[src/rtl/icache_rd_bridge_if.sv]
// Bundle of the icache-side read port and the AXI read channels (AR and R).
// The slave view belongs to the bridge itself. The master view belongs to the
// environment, which drives the icache requests and the AXI memory responses.
interface icache_rd_bridge_if;
  // icache side
  logic         i_arvalid;
  logic [31:0]  i_araddr;
  logic         i_uncached;
  logic         i_arready;
  logic         i_rvalid;
  logic [31:0]  i_rdata;
  logic         i_rlast;
  logic         i_rready;
  logic [127:0] fill_line;
  logic         fill_valid;
  logic         rd_err;
  // AXI AR channel
  logic [31:0]  araddr;
  logic [7:0]   arlen;
  logic [2:0]   arsize;
  logic [1:0]   arburst;
  logic         arvalid;
  logic         arready;
  // AXI R channel
  logic [31:0]  rdata;
  logic [1:0]   rresp;
  logic         rlast;
  logic         rvalid;
  logic         rready;

  modport slave (
    input  i_arvalid, i_araddr, i_uncached, i_rready,
    input  arready, rdata, rresp, rlast, rvalid,
    output i_arready, i_rvalid, i_rdata, i_rlast, fill_line, fill_valid, rd_err,
    output araddr, arlen, arsize, arburst, arvalid, rready
  );

  modport master (
    output i_arvalid, i_araddr, i_uncached, i_rready,
    output arready, rdata, rresp, rlast, rvalid,
    input  i_arready, i_rvalid, i_rdata, i_rlast, fill_line, fill_valid, rd_err,
    input  araddr, arlen, arsize, arburst, arvalid, rready
  );
endinterface

[src/rtl/icache_rd_bridge.sv]
// Instruction-cache read bridge. It turns one icache request into one AXI INCR
// read burst. An uncached request is a single word. A cached request is a
// 4-word line. Returned beats pass through a one-entry output buffer. Cached
// beats are also assembled into fill_line.
module icache_rd_bridge (
  input  logic              clk,
  input  logic              rstn,
  icache_rd_bridge_if.slave bus
);

  localparam logic [1:0] StIdle = 2'd0;
  localparam logic [1:0] StAddr = 2'd1;
  localparam logic [1:0] StData = 2'd2;

  logic [1:0]   state_q, state_d;
  logic         live_q;
  logic [31:0]  addr_q;
  logic         uncached_q;
  logic [1:0]   cnt_q;
  logic         buf_valid_q;
  logic [31:0]  buf_data_q;
  logic         buf_last_q;
  logic [127:0] fill_line_q;
  logic         fill_valid_q;
  logic         rd_err_q;

  logic         req_fire;
  logic         ar_fire;
  logic         beat_fire;
  logic         out_fire;
  logic         beat_last;
  logic [1:0]   last_idx;

  // The beat count, not AXI rlast, decides which beat ends the burst.
  assign last_idx  = uncached_q ? 2'd0 : 2'd3;
  assign beat_last = (cnt_q == last_idx);

  // live_q keeps i_arready low during reset and releases it on the first edge after.
  assign bus.i_arready = live_q && (state_q == StIdle) && !buf_valid_q;
  assign req_fire      = bus.i_arvalid && bus.i_arready;

  assign bus.arvalid = (state_q == StAddr);
  assign ar_fire     = bus.arvalid && bus.arready;
  assign bus.araddr  = bus.arvalid ? addr_q : 32'd0;
  assign bus.arlen   = bus.arvalid ? {6'd0, last_idx} : 8'd0;
  assign bus.arsize  = bus.arvalid ? 3'b010 : 3'b000;
  assign bus.arburst = bus.arvalid ? 2'b01 : 2'b00;

  // Accept a beat when the buffer is empty or is being drained in the same cycle.
  assign bus.rready = (state_q == StData) && (!buf_valid_q || bus.i_rready);
  assign beat_fire  = bus.rvalid && bus.rready;
  assign out_fire   = buf_valid_q && bus.i_rready;

  assign bus.i_rvalid   = buf_valid_q;
  assign bus.i_rdata    = buf_data_q;
  assign bus.i_rlast    = buf_valid_q && buf_last_q;
  assign bus.fill_line  = fill_line_q;
  assign bus.fill_valid = fill_valid_q;
  assign bus.rd_err     = rd_err_q;

  // Next-state logic for the IDLE -> ADDR -> DATA request sequence.
  always_comb begin
    state_d = state_q;
    case (state_q)
      StIdle:  if (req_fire) state_d = StAddr;
      StAddr:  if (ar_fire) state_d = StData;
      StData:  if (beat_fire && beat_last) state_d = StIdle;
      default: state_d = StIdle;
    endcase
  end

  // State register and post-reset enable.
  always_ff @(posedge clk or negedge rstn) begin
    if (!rstn) begin
      state_q <= StIdle;
      live_q  <= 1'b0;
    end else begin
      state_q <= state_d;
      live_q  <= 1'b1;
    end
  end

  // Latch the request and keep count of the accepted beats.
  always_ff @(posedge clk or negedge rstn) begin
    if (!rstn) begin
      addr_q     <= 32'd0;
      uncached_q <= 1'b0;
      cnt_q      <= 2'd0;
    end else if (req_fire) begin
      addr_q     <= bus.i_araddr;
      uncached_q <= bus.i_uncached;
      cnt_q      <= 2'd0;
    end else if (beat_fire && !beat_last) begin
      cnt_q <= cnt_q + 2'd1;
    end
  end

  // One-entry output buffer. A load has priority over a drain, so a beat can
  // enter while the previous one leaves.
  always_ff @(posedge clk or negedge rstn) begin
    if (!rstn) begin
      buf_valid_q <= 1'b0;
      buf_data_q  <= 32'd0;
      buf_last_q  <= 1'b0;
    end else if (beat_fire) begin
      buf_valid_q <= 1'b1;
      buf_data_q  <= bus.rdata;
      buf_last_q  <= beat_last;
    end else if (out_fire) begin
      buf_valid_q <= 1'b0;
    end
  end

  // Assemble the cached line. The pulse lines up with the last beat on i_rvalid.
  always_ff @(posedge clk or negedge rstn) begin
    if (!rstn) begin
      fill_line_q  <= 128'd0;
      fill_valid_q <= 1'b0;
    end else begin
      if (beat_fire && !uncached_q) begin
        fill_line_q[{cnt_q, 5'd0} +: 32] <= bus.rdata;
      end
      fill_valid_q <= beat_fire && beat_last && !uncached_q;
    end
  end

  // Sticky error flag. It is set by a bad response or by an rlast that disagrees
  // with the count, and it is cleared when a new request is accepted.
  always_ff @(posedge clk or negedge rstn) begin
    if (!rstn) begin
      rd_err_q <= 1'b0;
    end else if (req_fire) begin
      rd_err_q <= 1'b0;
    end else if (beat_fire && ((bus.rresp != 2'b00) || (bus.rlast != beat_last))) begin
      rd_err_q <= 1'b1;
    end
  end

endmodule

[src/flat_wrapper.sv]
// flat-port wrapper written by rule: the top's interface ports become plain ports
module icache_rd_bridge_flat 
  (clk, rstn, bus_i_arvalid, bus_i_araddr, bus_i_uncached, bus_i_rready, bus_arready, bus_rdata, bus_rresp, bus_rlast, bus_rvalid, bus_i_arready, bus_i_rvalid, bus_i_rdata, bus_i_rlast, bus_fill_line, bus_fill_valid, bus_rd_err, bus_araddr, bus_arlen, bus_arsize, bus_arburst, bus_arvalid, bus_rready);
  icache_rd_bridge_if bus_i ();
  input  logic clk;
  input  logic rstn;
  input wire logic [$bits(bus_i.i_arvalid)-1:0] bus_i_arvalid;
  input wire logic [$bits(bus_i.i_araddr)-1:0] bus_i_araddr;
  input wire logic [$bits(bus_i.i_uncached)-1:0] bus_i_uncached;
  input wire logic [$bits(bus_i.i_rready)-1:0] bus_i_rready;
  input wire logic [$bits(bus_i.arready)-1:0] bus_arready;
  input wire logic [$bits(bus_i.rdata)-1:0] bus_rdata;
  input wire logic [$bits(bus_i.rresp)-1:0] bus_rresp;
  input wire logic [$bits(bus_i.rlast)-1:0] bus_rlast;
  input wire logic [$bits(bus_i.rvalid)-1:0] bus_rvalid;
  output wire logic [$bits(bus_i.i_arready)-1:0] bus_i_arready;
  output wire logic [$bits(bus_i.i_rvalid)-1:0] bus_i_rvalid;
  output wire logic [$bits(bus_i.i_rdata)-1:0] bus_i_rdata;
  output wire logic [$bits(bus_i.i_rlast)-1:0] bus_i_rlast;
  output wire logic [$bits(bus_i.fill_line)-1:0] bus_fill_line;
  output wire logic [$bits(bus_i.fill_valid)-1:0] bus_fill_valid;
  output wire logic [$bits(bus_i.rd_err)-1:0] bus_rd_err;
  output wire logic [$bits(bus_i.araddr)-1:0] bus_araddr;
  output wire logic [$bits(bus_i.arlen)-1:0] bus_arlen;
  output wire logic [$bits(bus_i.arsize)-1:0] bus_arsize;
  output wire logic [$bits(bus_i.arburst)-1:0] bus_arburst;
  output wire logic [$bits(bus_i.arvalid)-1:0] bus_arvalid;
  output wire logic [$bits(bus_i.rready)-1:0] bus_rready;
  assign bus_i.i_arvalid = bus_i_arvalid;
  assign bus_i.i_araddr = bus_i_araddr;
  assign bus_i.i_uncached = bus_i_uncached;
  assign bus_i.i_rready = bus_i_rready;
  assign bus_i.arready = bus_arready;
  assign bus_i.rdata = bus_rdata;
  assign bus_i.rresp = bus_rresp;
  assign bus_i.rlast = bus_rlast;
  assign bus_i.rvalid = bus_rvalid;
  assign bus_i_arready = bus_i.i_arready;
  assign bus_i_rvalid = bus_i.i_rvalid;
  assign bus_i_rdata = bus_i.i_rdata;
  assign bus_i_rlast = bus_i.i_rlast;
  assign bus_fill_line = bus_i.fill_line;
  assign bus_fill_valid = bus_i.fill_valid;
  assign bus_rd_err = bus_i.rd_err;
  assign bus_araddr = bus_i.araddr;
  assign bus_arlen = bus_i.arlen;
  assign bus_arsize = bus_i.arsize;
  assign bus_arburst = bus_i.arburst;
  assign bus_arvalid = bus_i.arvalid;
  assign bus_rready = bus_i.rready;
  icache_rd_bridge u_core (.clk(clk), .rstn(rstn), .bus(bus_i));
endmodule
[config.mk]
export PLATFORM = sky130hd
export DESIGN_NAME = icache_rd_bridge_flat
export DESIGN_NICKNAME = d
export VERILOG_FILES = /design/src/rtl/icache_rd_bridge_if.sv /design/src/rtl/icache_rd_bridge.sv /design/src/flat_wrapper.sv
export SDC_FILE = /design/constraint.sdc
export NUM_CORES = 1
export LEC_CHECK = 0
export CAP_MARGIN = 20
export CELL_PAD_IN_SITES_DETAIL_PLACEMENT = 1
export CELL_PAD_IN_SITES_GLOBAL_PLACEMENT = 2
export CORE_MARGIN = 10
export CORE_UTILIZATION = 28
export CTS_CLUSTER_DIAMETER = 150
export DETAILED_ROUTE_END_ITERATION = 8
export PLACE_DENSITY = 0.79
export SYNTH_ARGS = -nofsm -noshare
export SYNTH_HDL_FRONTEND = slang
export SYNTH_SLANG_ARGS = --single-unit
[constraint.sdc]
create_clock -name clk -period 2.14 [get_ports clk]
set_input_delay 0.321 -clock clk [delete_from_list [all_inputs] [get_ports clk]]
set_output_delay 0.321 -clock clk [all_outputs]
set_load 0.01 [all_outputs]
Yosys cells after proc, flatten, opt, wreduce, memory -nomap -nowiden

Index checks and enable logic that the tools add are counted.

Latch bits: 0
Output and inout bits: 212
Memory bits (writable): 0
ROM bits: 0
Input port bits: 74
Bits in registers: 202
Memories kept: 0

Divide/modulo/power cells: 0
Shift operators: 2
Magnitude comparators: 0
Multipliers: 0
Add/subtract/negate cells: 2
Reductions and logical operators: 24
Eq/ne operators: 7
Multiplexer cells: 16
Bitwise logic cells: 0

Operators with widths:

| kind                                                   | number |
|---|---|
| bitwise mux 128 bit                                    | 1 |
| variable shift 32 x 9 -> 128 bit, first input constant | 1 |
| variable part select 32 x 9 -> 128 bit                 | 1 |
| 2-to-1 mux 32 bit                                      | 1 |
| 2-to-1 mux 2 bit                                       | 8 |
| logical AND 1 bit                                      | 13 |
| negation 7 -> 9 bit                                    | 1 |
| nonzero test 2 bit                                     | 4 |
| one-hot mux 2 bit (3 select lines)                     | 1 |
| 2-to-1 mux 1 bit                                       | 5 |
| != test 2 bit, second input constant                   | 2 |
| logical NOT 1 bit                                      | 3 |
| AND reduction 3 bit                                    | 1 |
| adder 2 x 1 -> 2 bit, second input constant            | 1 |
| == test 2 x 1 -> 1 bit, second input constant          | 1 |
| == test 2 bit                                          | 1 |
| == test 2 bit, second input constant                   | 1 |
| logical NOT 2 bit                                      | 1 |
| logical OR 1 bit                                       | 2 |
| != test 2 x 1 -> 1 bit, second input constant          | 1 |
| != test 1 bit                                          | 1 |

Longest topological paths before layout

Depth after elaboration: 7
Mapped depth: 7
Mapped depth without buffers: 6

Worst setup path after synthesis

OpenSTA, ideal clock, no wires.

Path kind: reg-to-reg
Start point: register u_core.cnt_q[0]
End point: register u_core.fill_line_q[68] (netlist: u_core.bus.fill_line[68])
Library setup time: 0.083 ns
Cell stages (with the launch flop): 8
Period minus slack after synthesis: 1.894 ns
Required time: 2.057 ns
Buffers on the path: 2
Path slack: 0.246 ns
Data arrival time: 1.811 ns
Cells stage by stage: dfrtp_1 > inv_1 > ha_1 > clkbuf_1 > nor3b_1 > clkbuf_1 > nand3_1 > o21ai_0

Cells in the longest elaborated chain, start to end: 3
Elaborated cells on any way between the ends: 4

RTL lines:

| item                                                                                              | line                    | source |
|---|---|---|
| start: declaration                                                                                | icache_rd_bridge.sv:19  | `logic [1:0] cnt_q;` |
| start signal: assignment                                                                          | icache_rd_bridge.sv:94  | `cnt_q <= cnt_q + 2'd1;` |
| negation 7 -> 9 bit *                                                                             | icache_rd_bridge.sv:121 | `fill_line_q[{cnt_q, 5'd0} +: 32] <= bus.rdata;` |
| variable part select 32 x 9 -> 128 bit / variable shift 32 x 9 -> 128 bit (equally long branches) | icache_rd_bridge.sv:121 |  |
| bitwise mux 128 bit *                                                                             | icache_rd_bridge.sv:121 |  |
| end signal: indexed assignment                                                                    | icache_rd_bridge.sv:121 |  |
| end: declaration                                                                                  | icache_rd_bridge.sv:23  | `logic [127:0] fill_line_q;` |

Mark *: on every way between the ends. The rest lies on a longest branch, timed or not.
A chain may end at the register's enable or synchronous reset.

Worst setup path after layout

Start point: register u_core.state_q[1]
End point: output bus_araddr[21]

Cells in the longest elaborated chain, start to end: 2

RTL lines:

| item                     | line                   | source |
|---|---|---|
| start: declaration       | icache_rd_bridge.sv:15 | `logic [1:0] state_q, state_d;` |
| start signal: assignment | icache_rd_bridge.sv:75 | `state_q <= StIdle;` |
| start signal: assignment | icache_rd_bridge.sv:78 | `state_q <= state_d;` |
| == test 2 x 1 -> 1 bit   | icache_rd_bridge.sv:42 | `assign bus.arvalid = (state_q == StAddr);` |
| 2-to-1 mux 32 bit        | icache_rd_bridge.sv:44 | `assign bus.araddr = bus.arvalid ? addr_q : 32'd0;` |
| end: declaration         | flat_wrapper.sv:23     | `output wire logic [$bits(bus_i.araddr)-1:0] bus_araddr;` |

No other way between the ends.

==> tab_implementation.tex <==
\begin{tabular}{lr}
\hline
Metric & Value \\
\hline
\multicolumn{2}{l}{\textbf{Route}} \\
Vias & 7074 \\
Number of DRC markers after the initial detailed-route iteration & 357 \\
Length of the first detailed-routing pass in iterations & 4 \\
Avg Vias per Cell & 4.64 \\
\# DRC & 0 \\
Wire length reported by the detailed router & 31.7 mm \\
Post-route ant nets & 0 \\
WL per Instance & 20.8 um \\
\multicolumn{2}{l}{\textbf{Final layout}} \\
Fill cell instance count of the final layout & 3391 \\
Post-route standard cell area excluding fillers & 12700 um\^{}2 \\
Final net count & 1196 \\
Number of antenna repair diodes & 0 \\
Area growth from synthesis to layout & 46.2\% \\
Most frequent standard cell in the layout excluding fill and tap cells & clkdlybuf4s50\_1 \\
Commonest cells after routing, fill and taps aside & clkdlybuf4s50\_1, dfrtp\_1, inv\_1, nand2\_1, nand3\_1 \\
Multi-input gate area in the final layout & 2900 um\^{}2 \\
Register area & 5060 um\^{}2 \\
Proportion of layout cells with a drive suffix above 1 & 15.6\% \\
\multicolumn{2}{l}{\textbf{Die}} \\
I/O pins & 286 \\
CORE AREA & 30700 um\^{}2 \\
Chip height & 196 um \\
Initial core utilization & 28.4\% \\
Area enclosed by the die boundary & 38500 um\^{}2 \\
Standard-cell rows & 64 \\
Die X & 196 um \\
\multicolumn{2}{l}{\textbf{STA}} \\
Final critical-path required period & 2.06 ns \\
Max Clk Rate & 485 MHz \\
Clock Skews & 0.0246 ns \\
Accumulated negative setup slack & 0 ns \\
Number of pins exceeding their max-slew limit in the final report & 0 \\
Share of the clock period used by the worst path after layout & 96.4\% \\
Final Hold Fails & 0 \\
RSZ-0062 raised after global routing & no \\
Actual transition at the worst max-transition pin & 0.556 ns \\
Final setup violation count & 0 \\
Relative slew slack & 63.0\% \\
Minimum setup slack in the final design & 0.0777 ns \\
\multicolumn{2}{l}{\textbf{Power}} \\
Ratio of total power to cell area & 1430 nW/um\^{}2 \\
P\_leak & 0.00576 uW \\
Max VDD drop & 0.608 mV \\
\multicolumn{2}{l}{\textbf{Global route}} \\
Grt ovf & 0 \\
Vias in the first global route & 7696 \\
Pin count of the biggest net entering global routing & 63 \\
Total routing usage reported by global routing & 16.2\% \\
Global-route wire length before repair & 49.3 mm \\
Antenna violations before repair & 1 \\
\multicolumn{2}{l}{\textbf{Worst setup path}} \\
Total buffers and inverters traversed by the critical path & 3 \\
Required time worst endpoint & 1.82 ns \\
Cell family contributing the most delay on the critical path & buffers and inverters \\
CP max stage cell & dfrtp\_2 \\
Crit. End Element & output pin \\
CP cell instances & nand2b\_4 -> inv\_4 -> buf\_12 -> and2\_1 -> clkdlybuf4s15\_2 \\
Path type of the worst setup path & reg2out \\
Peak fanout along the critical path & 18 \\
Crit path DAT & 1.74 ns \\
Max incr delay on CP & 0.43 ns \\
Launching element type of the critical path & flop \\
Cell depth of the worst flop-to-flop path & 6 \\
Levels on crit path & 5 \\
\multicolumn{2}{l}{\textbf{Logic synthesis}} \\
Share of Yosys cell area claimed by the top area cell type & 58.1\% \\
Async set-or-reset flop fraction in the synthesized netlist & 100\% \\
Leading cell types by total area after synthesis & dfrtp\_1, nand3\_1, o21ai\_0 \\
Syn avg cell area & 10.4 um\^{}2 \\
Primary flip-flop cell chosen by synthesis mapping & dfrtp\_1 \\
Flops \& latches, synth & 202 \\
Largest area contributor in the netlist & dfrtp\_1 \\
Count of synthesis-stage warnings from yosys & 0 \\
Number of different library cells in the post-synthesis netlist & 38 \\
Fraction of the yosys area taken by sequential cells & 58.1\% \\
Count of flip-flops with a built-in enable after synthesis & 0 \\
Total standard cell area after synthesis & 8700 um\^{}2 \\
Synthesized netlist cell count & 835 \\
\multicolumn{2}{l}{\textbf{Placed design}} \\
HPWL reported at the end of detailed placement & 22.9 mm \\
Number of port buffers & 276 \\
Pre-CTS setup slack & 0.0902 ns \\
GPL Wtd Cong & 0.742 \\
Placed cell area & 12000 um\^{}2 \\
\multicolumn{2}{l}{\textbf{CTS}} \\
CTS Sinks & 202 \\
Cell chosen for the clock root & clkbuf\_16 \\
CTS buffer count & 25 \\
Longest Clk Path Bufs & 3 \\
\# H-tree levels & 1 \\
Clock network latency to the later pin of the worst-skew pair & 0.53 ns \\
Clk slew on worst S/H paths & 0.06 ns \\
TritonCTS clock tree & built \\
\multicolumn{2}{l}{\textbf{Min path}} \\
Hold crit path type & in2async \\
\multicolumn{2}{l}{\textbf{Run status}} \\
Run status & complete, no violations \\
\multicolumn{2}{l}{\textbf{Run}} \\
Total of max-cap violations & 0 \\
\hline
\end{tabular}
## sequential cells by signal, indices dropped and copies added (netlist names)
| register | cells |
|---|---|
| u_core.addr_q | 32 |
| u_core.buf_last_q | 1 |
| u_core.bus.fill_line | 128 |
| u_core.bus.fill_valid | 1 |
| u_core.bus.i_rdata | 32 |
| u_core.bus.i_rvalid | 1 |
| u_core.bus.rd_err | 1 |
| u_core.cnt_q | 2 |
| u_core.live_q | 1 |
| u_core.state_q | 2 |
| u_core.uncached_q | 1 |
## power by group
group | total, uW | internal [uW] | switching (uW) | leakage, uW
Combinational | 7670 | 3900 | 3780 | 0.00283
Clock | 4110 | 2460 | 1650 | 0.000383
Sequential | 6460 | 5470 | 985 | 0.00255
Total | 18200 | 11800 | 6420 | 0.00576
## cells by family after synthesis
| kind of cell | after synthesis | share of synthesized area, % |
|---|---|---|
| AOI/OAI and AO/OA | 134 | 9.59 |
| buffers and inverters | 168 | 9.49 |
| and+or+nand+nor | 290 | 17.7 |
| adders and majority gates | 4 | 0.575 |
| DFF | 202 | 58.1 |
| other | 2 | 0.0863 |
| muxes | 35 | 4.51 |
## layout make-up
cell class	count	share of cell area, %
clock buffers	32	5.36
clock inverters	7	0.698
inverters	100	2.97
multi-input cells	473	22.8
flip-flops and latches	202	39.7
well taps	396	3.89
repair buffers	316	24.6
## cells in the mapped netlist (14+ instances only)
cell type,n
clkbuf_1,18
nand2_1,98
o21ai_0,84
inv_1,99
mux2_2,34
buf_6,17
dfrtp_1,202
o21ai_1,14
nand3_1,96
a21bo_2,19
nand4_1,32
and2_1,33
## stage by stage
| stage | total power [uW] | hold slack (ns) | cells | util (%) |
|---|---|---|---|---|
| after CTS | 18600 | 0.289 | 1525 | 41.7 |
| after floorplan | 9580 | 0.0254 | 843 | - |
| after global routing | 19500 | 0.309 | 1526 | 41.5 |
| after global placement | 14200 | 0.281 | 1484 | 39.1 |
| after detailed placement | 14400 | 0.283 | 1484 | 39.1 |
| final | 18200 | 0.308 | 1526 | 41.5 |
## final timing paths
| kind | slack, ns | from | end |
|---|---|---|---|
| setup reg to reg | 0.28 | u_core.cnt_q[1] | u_core.bus.fill_line[83] |
| setup / recovery | 0.08 | u_core.state_q[1] | bus_araddr[21] |
| hold reg to reg | 0.47 | u_core.bus.i_rdata[10] | u_core.bus.i_rdata[10] |
| max in group asynchronous | 1.12 | rstn | u_core.bus.fill_line[103] |
| hold / removal | 0.31 | rstn | u_core.bus.i_rdata[1] |
| min in group clk | 0.40 | bus_i_araddr[9] | u_core.addr_q[9] |
## per-layer routing
layer / GRT usage, % / part of all wire, % / routed length [um]
met1: 19.7 / 41 / 13100
met4: 3.08 / 1.8 / 565
met5: 0 / 0.025 / 8
met2: 26.4 / 47 / 14900
met3: 6.53 / 9.8 / 3100
## timing repair
action,in CTS,in global routing
hold buffers,1,0
setup buffers,0,1
cloned,1,0
setup endpoints to repair,39,28
gates resized for setup,80,27
hold endpoints to repair,32,0
No activity file was read; power rests on OpenSTA's default activity.
